$ cat config.mk
export PLATFORM = sky130hd
export DESIGN_NAME = video_timing_gen
export DESIGN_NICKNAME = d
export VERILOG_FILES = /design/src/rtl/video_timing_pkg.sv /design/src/rtl/video_timing_gen_axis.sv /design/src/rtl/video_timing_gen.sv
export SDC_FILE = /design/constraint.sdc
export NUM_CORES = 1
export LEC_CHECK = 0
export CORE_MARGIN = 1.5
export CORE_UTILIZATION = 49
export DETAILED_ROUTE_END_ITERATION = 7
export PLACE_DENSITY_LB_ADDON = 0.08
export SYNTH_ARGS = -nofsm -noshare
export SYNTH_HDL_FRONTEND = slang
export SYNTH_HIERARCHICAL = 1
export SYNTH_SLANG_ARGS = --single-unit
$ cat constraint.sdc
create_clock -name clock -period 2.88 [get_ports clock]
set_input_delay 0.288 -clock clock [delete_from_list [all_inputs] [get_ports clock]]
set_output_delay 0.288 -clock clock [all_outputs]
set_load 0.005 [all_outputs]
$ cat src/rtl/video_timing_pkg.sv
// Shared raster timing constants, mode tables and helpers
// for the video timing generator.
package video_timing_pkg;

  typedef struct packed {
    int unsigned active;
    int unsigned fp;
    int unsigned sync;
    int unsigned bp;
  } axis_cfg_t;

  localparam bit POL_POS = 1'b1;
  localparam bit POL_NEG = 1'b0;

  localparam axis_cfg_t H_1080P60 = '{1920, 88, 44, 148};
  localparam axis_cfg_t V_1080P60 = '{1080, 4, 5, 36};
  localparam bit        P_1080P60 = POL_POS;

  localparam axis_cfg_t H_720P60  = '{1280, 110, 40, 220};
  localparam axis_cfg_t V_720P60  = '{720, 5, 5, 20};
  localparam bit        P_720P60  = POL_POS;

  localparam axis_cfg_t H_480P60  = '{640, 16, 96, 48};
  localparam axis_cfg_t V_480P60  = '{480, 10, 2, 33};
  localparam bit        P_480P60  = POL_NEG;

  function automatic int unsigned axis_total(
    input int unsigned act,
    input int unsigned fp,
    input int unsigned sync,
    input int unsigned bp
  );
    return act + fp + sync + bp;
  endfunction

endpackage

$ cat src/rtl/video_timing_gen_axis.sv
// Single-axis raster counter: wraps at TOTAL and decodes the
// active and sync windows from its next-state count.
module timing_axis_counter
  import video_timing_pkg::*;
#(
  parameter int unsigned TOTAL   = 8,
  parameter int unsigned ACT_END = 4,
  parameter int unsigned SYN_BEG = 5,
  parameter int unsigned SYN_END = 7,
  parameter int unsigned CW      = 12
) (
  input  logic          clock,
  input  logic          reset,
  input  logic          adv_i,
  output logic [CW-1:0] cnt_o,
  output logic          term_o,
  output logic          act_d_o,
  output logic          sync_d_o
);

  logic [CW-1:0] cnt_q;
  logic [CW-1:0] cnt_d;

  assign term_o = (cnt_q == CW'(TOTAL - 1));

  always_comb begin
    cnt_d = cnt_q;
    if (adv_i) cnt_d = term_o ? '0 : cnt_q + CW'(1);
  end

  // Windows look at the next count so registered outputs line up
  assign act_d_o  = (cnt_d < CW'(ACT_END));
  assign sync_d_o = (cnt_d >= CW'(SYN_BEG)) && (cnt_d < CW'(SYN_END));

  always_ff @(posedge clock) begin
    if (reset) cnt_q <= CW'(TOTAL - 1);
    else       cnt_q <= cnt_d;
  end

  assign cnt_o = cnt_q;

endmodule

$ cat src/rtl/video_timing_gen.sv
// Raster timing generator: syncs, data enable, pixel
// coordinates and line/frame start strobes.
module video_timing_gen
  import video_timing_pkg::*;
#(
  parameter int unsigned H_ACTIVE = H_1080P60.active,
  parameter int unsigned H_FP     = H_1080P60.fp,
  parameter int unsigned H_SYNC   = H_1080P60.sync,
  parameter int unsigned H_BP     = H_1080P60.bp,
  parameter int unsigned V_ACTIVE = V_1080P60.active,
  parameter int unsigned V_FP     = V_1080P60.fp,
  parameter int unsigned V_SYNC   = V_1080P60.sync,
  parameter int unsigned V_BP     = V_1080P60.bp,
  parameter bit          HS_POL   = POL_POS,
  parameter bit          VS_POL   = POL_POS,
  parameter int unsigned CW       = 12
) (
  input  logic          clock,
  input  logic          reset,
  input  logic          enable,
  output logic          hSyncPulse,
  output logic          vSyncPulse,
  output logic          dataEnable,
  output logic [CW-1:0] pixelX,
  output logic [CW-1:0] pixelY,
  output logic          lineStart,
  output logic          frameStart
);

  localparam int unsigned H_TOTAL =
    axis_total(H_ACTIVE, H_FP, H_SYNC, H_BP);
  localparam int unsigned V_TOTAL =
    axis_total(V_ACTIVE, V_FP, V_SYNC, V_BP);

  if (H_ACTIVE == 0 || H_FP == 0 || H_SYNC == 0 || H_BP == 0 ||
      V_ACTIVE == 0 || V_FP == 0 || V_SYNC == 0 || V_BP == 0)
  begin : g_bad_param
    $error("video_timing_gen: timing parameters must be >= 1");
  end
  if (longint'(H_TOTAL) > (longint'(1) << CW) ||
      longint'(V_TOTAL) > (longint'(1) << CW))
  begin : g_bad_width
    $error("video_timing_gen: totals exceed counter width");
  end

  logic h_term, h_act_d, h_syn_d;
  logic v_term, v_act_d, v_syn_d;
  logic v_adv;

  logic hs_q, vs_q, de_q, ls_q, fs_q;

  assign v_adv = enable && h_term;

  timing_axis_counter #(
    .TOTAL  (H_TOTAL),
    .ACT_END(H_ACTIVE),
    .SYN_BEG(H_ACTIVE + H_FP),
    .SYN_END(H_ACTIVE + H_FP + H_SYNC),
    .CW     (CW)
  ) u_h (
    .clock   (clock),
    .reset   (reset),
    .adv_i   (enable),
    .cnt_o   (pixelX),
    .term_o  (h_term),
    .act_d_o (h_act_d),
    .sync_d_o(h_syn_d)
  );

  timing_axis_counter #(
    .TOTAL  (V_TOTAL),
    .ACT_END(V_ACTIVE),
    .SYN_BEG(V_ACTIVE + V_FP),
    .SYN_END(V_ACTIVE + V_FP + V_SYNC),
    .CW     (CW)
  ) u_v (
    .clock   (clock),
    .reset   (reset),
    .adv_i   (v_adv),
    .cnt_o   (pixelY),
    .term_o  (v_term),
    .act_d_o (v_act_d),
    .sync_d_o(v_syn_d)
  );

  always_ff @(posedge clock) begin
    if (reset) begin
      hs_q <= ~HS_POL;
      vs_q <= ~VS_POL;
      de_q <= 1'b0;
      ls_q <= 1'b0;
      fs_q <= 1'b0;
    end else begin
      hs_q <= h_syn_d ? HS_POL : ~HS_POL;
      vs_q <= v_syn_d ? VS_POL : ~VS_POL;
      de_q <= h_act_d && v_act_d;
      // Strobes mark the edge that wraps into column 0 / origin
      ls_q <= enable && h_term;
      fs_q <= enable && h_term && v_term;
    end
  end

  assign hSyncPulse = hs_q;
  assign vSyncPulse = vs_q;
  assign dataEnable = de_q;
  assign lineStart  = ls_q;
  assign frameStart = fs_q;

endmodule

==> results of run 1 <==
layout make-up:
type / count / area, um^2
repair buffers: 52 / 468
flip-flops and latches: 29 / 583
multi-input cells: 182 / 1380
fillers: 362 / 1400
clock buffers: 8 / 80.1
well taps: 50 / 62.6
inverters: 6 / 22.5
layer usage:
layer	vias up	track usage
li1	940	-
met2	81	0.313
met4	0	0.0714
met5	-	0
met1	905	0.374
met3	7	0.0567
sequential cells by signal, indices dropped and copies added (netlist names):
| signal | cells |
|---|---|
| hSyncPulse | 1 |
| lineStart | 1 |
| dataEnable | 1 |
| u_v/cnt_o | 12 |
| vSyncPulse | 1 |
| frameStart | 1 |
| u_h/cnt_o | 12 |
synthesized netlist by cell type, types with 5 or more instances:
library cell,instances
nand2_1,11
dfxtp_1,29
nand3_1,8
nand4_1,9
nor3_1,7
buf_4,5
clkbuf_1,5
xnor2_1,13
nor2_1,22
and3_1,7
xor2_1,6
inv_1,6
o21ai_0,5
a21oi_1,9
through the flow:
step / cell area (um^2) / std cells / hold slack [ns] / utilization
after detailed placement: 2440 / 317 / 0.596 / 0.611
after CTS: 2520 / 325 / 0.604 / 0.631
after floorplan: 2050 / 236 / 0.360 / -
final: 2600 / 327 / 0.603 / 0.649
after global routing: 2600 / 327 / 0.673 / 0.649
after global placement: 2440 / 317 / 0.594 / 0.611
power by group:
group | switching, mW | internal (mW)
clock | 0.149 | 0.171
sequential | 0.0400 | 0.433
combinational | 0.199 | 0.196
total | 0.388 | 0.800
worst paths after layout:
| path | start | to | slack (ns) | cells after the start |
|---|---|---|---|---|
| hold reg to reg | u_h/cnt_o[0]$_SDFF_PP1_ | u_h/cnt_o[0]$_SDFF_PP1_ | 0.60 | 2 |
| setup / recovery | u_h/cnt_o[9]$_SDFF_PP0_ | vSyncPulse$_SDFF_PP0_ | 0.14 | 11 |
| hold / removal | u_h/cnt_o[0]$_SDFF_PP1_ | u_h/cnt_o[0]$_SDFF_PP1_ | 0.60 | 2 |
| setup reg to reg | u_h/cnt_o[9]$_SDFF_PP0_ | vSyncPulse$_SDFF_PP0_ | 0.14 | 11 |
kinds of logic (layout without fill, tap and decap cells):
| family | after synthesis | in the layout | share of synthesized area |
|---|---|---|---|
| compound gates | 46 | 46 | 0.168 |
| xor+xnor | 19 | 19 | 0.0811 |
| fa+ha+maj | 3 | 3 | 0.0183 |
| buf+inv | 26 | 66 | 0.0750 |
| flops | 29 | 29 | 0.283 |
| mux | 3 | 3 | 0.0146 |
| simple gates | 110 | 111 | 0.360 |
worst reg2reg max path: stages (launching register included):
cell and delay, ns:
dfxtp_1 0.31, nor2_1 0.16, nand2_2 0.10, nor4_4 0.28, and3_4 0.23, and2_4 0.18, nand4_4 0.14, nor4b_4 0.30
o32ai_2 0.12, or4_4 0.52, a211oi_2 0.19, and2b_2 0.16
what timing repair did:
item / 4_1_cts / 5_1_grt
endpoints found under the setup margin: 0 / 2
setup buffers: 0 / 1
gates resized for setup: 0 / 14
==> results.toml, run 1 <==
[timing]
setup_violations = 0
slew_headroom = 0.578
fmax_mhz = 365
post-route-period-util = 0.952
drv_slew = 0
rsz0062_at_grt = "no"
worstMarginPinSlew_ns = 0.631
fin_setup_tns_ns = 0
setup_ws_ns = 0.138
fin_crit_ns = 2.74
hold_viol = 0
fin_skew_ns = 0.00892

[clocking]
htreeDepth = 2
cts_max_path_buffers = 2
ctsHoldBuffers = 0
clock-sinks = 29
cts-root-buf = "clkbuf_8"
clkLatencyLatePin_ns = 0.28
cts_buffers = 5
tritoncts = "yes"
clkSlewWorstSetupHoldPaths_ns = 0.07

[route]
viasPerCell = 5.91
dr.pass1.iters = 4
ant_nets = 0
wire_per_inst_um = 16.3
routed-wl-met2_um = 2310
met1_length_um = 2650
routed-wl-met3_um = 331
route.vias.total = 1933
drc = 0
drt_iter0_markers = 186
route.top_layer_used = "met4"
routed_wl_um = 5330

[finish]
mostFrequentLayoutCells = "clkdlybuf4s50_1, dfxtp_1, nor2_1, buf_4, xnor2_1"
area_growth_pct = 26.7
diodes = 0
fin_nets = 282
final_common_cell = "clkdlybuf4s50_1"
drive_gt1_frac = 0.217

[placed_design]
numPortBuffers = 31
place_congestion = 0.858
pre_cts_slack_ns = 0.0373
dpl.hpwl_um = 3620

[critical_path]
cp.required_ns = 3.10
crit_family = "simple AND/OR/NAND/NOR gates"
slowest_stage = "or4_4"
cp-start-kind = "flop"
critPathKind = "reg2reg"
arrival_ns = 2.96
crit_chain = "nor2_1 > nand2_2 > nor4_4 > and3_4 > and2_4 > nand4_4 > nor4b_4 > o32ai_2 > or4_4 > a211oi_2 > and2b_2"
slowest_delay_ns = 0.52
worst-path-max-fanout = 5
crit_buf_inv = 0
cp-end-kind = "flop"

[die]
dieWidth_um = 67.7
num_rows = 23
core_um2 = 4000
die_h_um = 67.7
io_pins = 32
die_area_um2 = 4580
start_util = 0.513

[min_path]
min_path_type = "reg2reg"

[logic_synthesis]
async_flop_share = 0
ys_types = 65
avgSynthCellArea_um2 = 8.69
synth_flop_cell = "dfxtp_1"
synth_edf_count = 0
synth.area.top_cells = "dfxtp_1, xnor2_1, nor2_1"
synth_area_um2 = 2050
synth_fp_nets = 242
synth_top_area_share = 0.283
yosysWarnings = 6
syn-instance-count = 236
yosysSeqAreaShare = 0.283
synth-seq-cells = 29
yosys.area.top_type = "dfxtp_1"

[status]
status = "finished clean"

[global_routing]
antenna_found_initial = 0
grt_max_degree = 19
grt_pass1_wl_um = 8100
track_usage = 0.238
grt_pass1_vias = 1598
grt.overflow.total = 0

[power_and_ir_drop]
total_power_mw = 1.19
vdd_drop_max_v = 0.000272
power_per_cell_area_nw_per_um2 = 457
p_leak_nw = 0.957

[run]
cap_violations = 0
No activity file was read; power rests on OpenSTA's default activity.
==> run 2, diff against run 1 <==
--- a/config.mk
+++ b/config.mk
@@ -5,7 +5,6 @@
 export SDC_FILE = /design/constraint.sdc
 export NUM_CORES = 1
 export LEC_CHECK = 0
-export CORE_MARGIN = 1.5
 export CORE_UTILIZATION = 49
 export DETAILED_ROUTE_END_ITERATION = 7
 export PLACE_DENSITY_LB_ADDON = 0.08
==> run 2 against run 1 <==
Net effect: sequential cell count unchanged; maximum frequency up 0.57%; via count down 0.83%; power up 1.8%; largest power group unchanged; highest routed layer unchanged.
==> results.toml, run 2 (synthesis results as in run 1) <==
[timing]
hold_viol = 0
rsz0062_at_grt = "no"
drv_slew = 0
fin_crit_ns = 2.73
slew_headroom = 0.501
fin_setup_tns_ns = 0
fmax_mhz = 367
setup_violations = 0
worstMarginPinSlew_ns = 0.746
post-route-period-util = 0.947
fin_skew_ns = 0.00157

[die]
dieWidth_um = 66.7
die_area_um2 = 4450
io_pins = 32
core_um2 = 4000
die_h_um = 66.7
num_rows = 23
start_util = 0.513

[status]
status = "finished clean"

[placed_design]
placed_area_um2 = 2430
dp_cells = 315
place_congestion = 0.861
dpl.hpwl_um = 3480
numPortBuffers = 31

[finish]
stdcell_count = 326
final_common_cell = "clkdlybuf4s50_1"
diodes = 0
area_growth_pct = 27.8
final_area_um2 = 2620
fin_nets = 282
drive_gt1_frac = 0.228
mostFrequentLayoutCells = "clkdlybuf4s50_1, dfxtp_1, buf_4, nor2_1, xnor2_1"

[global_routing]
grt.overflow.total = 0
grt_use_met3 = 0.0360
track_usage = 0.231
grt_pass1_vias = 1601
busiest_layer = "met1"
antenna_found_initial = 0
grt_max_degree = 24
grt_pass1_wl_um = 7830
use_met1 = 0.354
grtUsageMet2 = 0.317

[run]
cap_violations = 0

[min_path]
hold_path_depth = 2
min_path_type = "reg2reg"

[clocking]
ctsHoldBuffers = 0
clkSlewWorstSetupHoldPaths_ns = 0.06
cts-root-buf = "clkbuf_8"
clkLatencyLatePin_ns = 0.28
cts_max_path_buffers = 2
tritoncts = "yes"
htreeDepth = 2
cts_buffers = 5
clock-sinks = 29

[critical_path]
arrival_ns = 2.95
cp.required_ns = 3.11
r2r_cells = 12
worst-path-max-fanout = 6
r2r_slack_ns = 0.15
cp-end-kind = "flop"
cp-start-kind = "flop"
critPathKind = "reg2reg"

[route]
drt_iter0_markers = 113
dr.pass1.iters = 4
routed_wl_um = 5050
drc = 0
viasPerCell = 5.88
ant_nets = 0
route.vias.total = 1917
wire_per_inst_um = 15.5

[power_and_ir_drop]
vdd_drop_max_v = 0.000368
power_per_cell_area_nw_per_um2 = 461
p_leak_nw = 0.966
## run 2: metal layers
| metal | wire [um] | up-vias | share of wire |
|---|---|---|---|
| met5 | 0 | - | 0 |
| met2 | 2240 | 69 | 0.44 |
| met3 | 350 | 5 | 0.069 |
| met4 | 58 | 0 | 0.011 |
| li1 | - | 935 | - |
| met1 | 2400 | 908 | 0.48 |
## run 2: final cells by class
type	instances	area, um^2
Clock buffer	7	86.3
Multi-Input combinational cell	181	1400
Tap cell	50	62.6
Timing Repair Buffer	53	473
Sequential cell	29	582
Inverter	6	22.5
Fill cell	338	1380
## run 2: final timing paths
check / startpoint / to
max: u_h/cnt_o[9]$_SDFF_PP0_ / vSyncPulse$_SDFF_PP0_
min: u_h/cnt_o[0]$_SDFF_PP1_ / u_h/cnt_o[0]$_SDFF_PP1_
max reg2reg: u_h/cnt_o[9]$_SDFF_PP0_ / vSyncPulse$_SDFF_PP0_
min reg2reg: u_h/cnt_o[0]$_SDFF_PP1_ / u_h/cnt_o[0]$_SDFF_PP1_
## run 2: power breakdown
group / switching, mW / total [mW] / internal (mW) / leakage [nW]
sequential: 0.0408 / 0.474 / 0.433 / 0.236
clock: 0.148 / 0.337 / 0.189 / 0.0443
combinational: 0.195 / 0.398 / 0.203 / 0.686
## run 2: per-stage QoR
step / hold WS, ns / setup slack (ns) / power, mW / utilization
finish: 0.597 / 0.153 / 1.21 / 0.655
global route: 0.656 / 0.00150 / 1.26 / 0.655
CTS: 0.601 / 0.0397 / 1.17 / 0.629
detailed placement: 0.592 / -0.0397 / 0.834 / 0.607
global placement: 0.586 / 0.0590 / 0.834 / 0.607
floorplan: 0.360 / 0.0904 / 0.707 / -
## run 2: critical path, cell delays in order, from the launching register on
cell and delay (ns):
dfxtp_1 0.32, nor2_2 0.14, nand2_2 0.09, nor4_4 0.28, and3_4 0.22, and2_4 0.18
clkbuf_2 0.15, nand2_1 0.07, nor4_2 0.21, o32ai_2 0.14, or4_4 0.52, a211oi_2 0.20
and2b_2 0.16
## run 2: what timing repair did
item	in CTS	in global routing
resized for setup	1	16
setup endpoints to repair	1	2
pin swaps	0	5
setup buffers	0	4
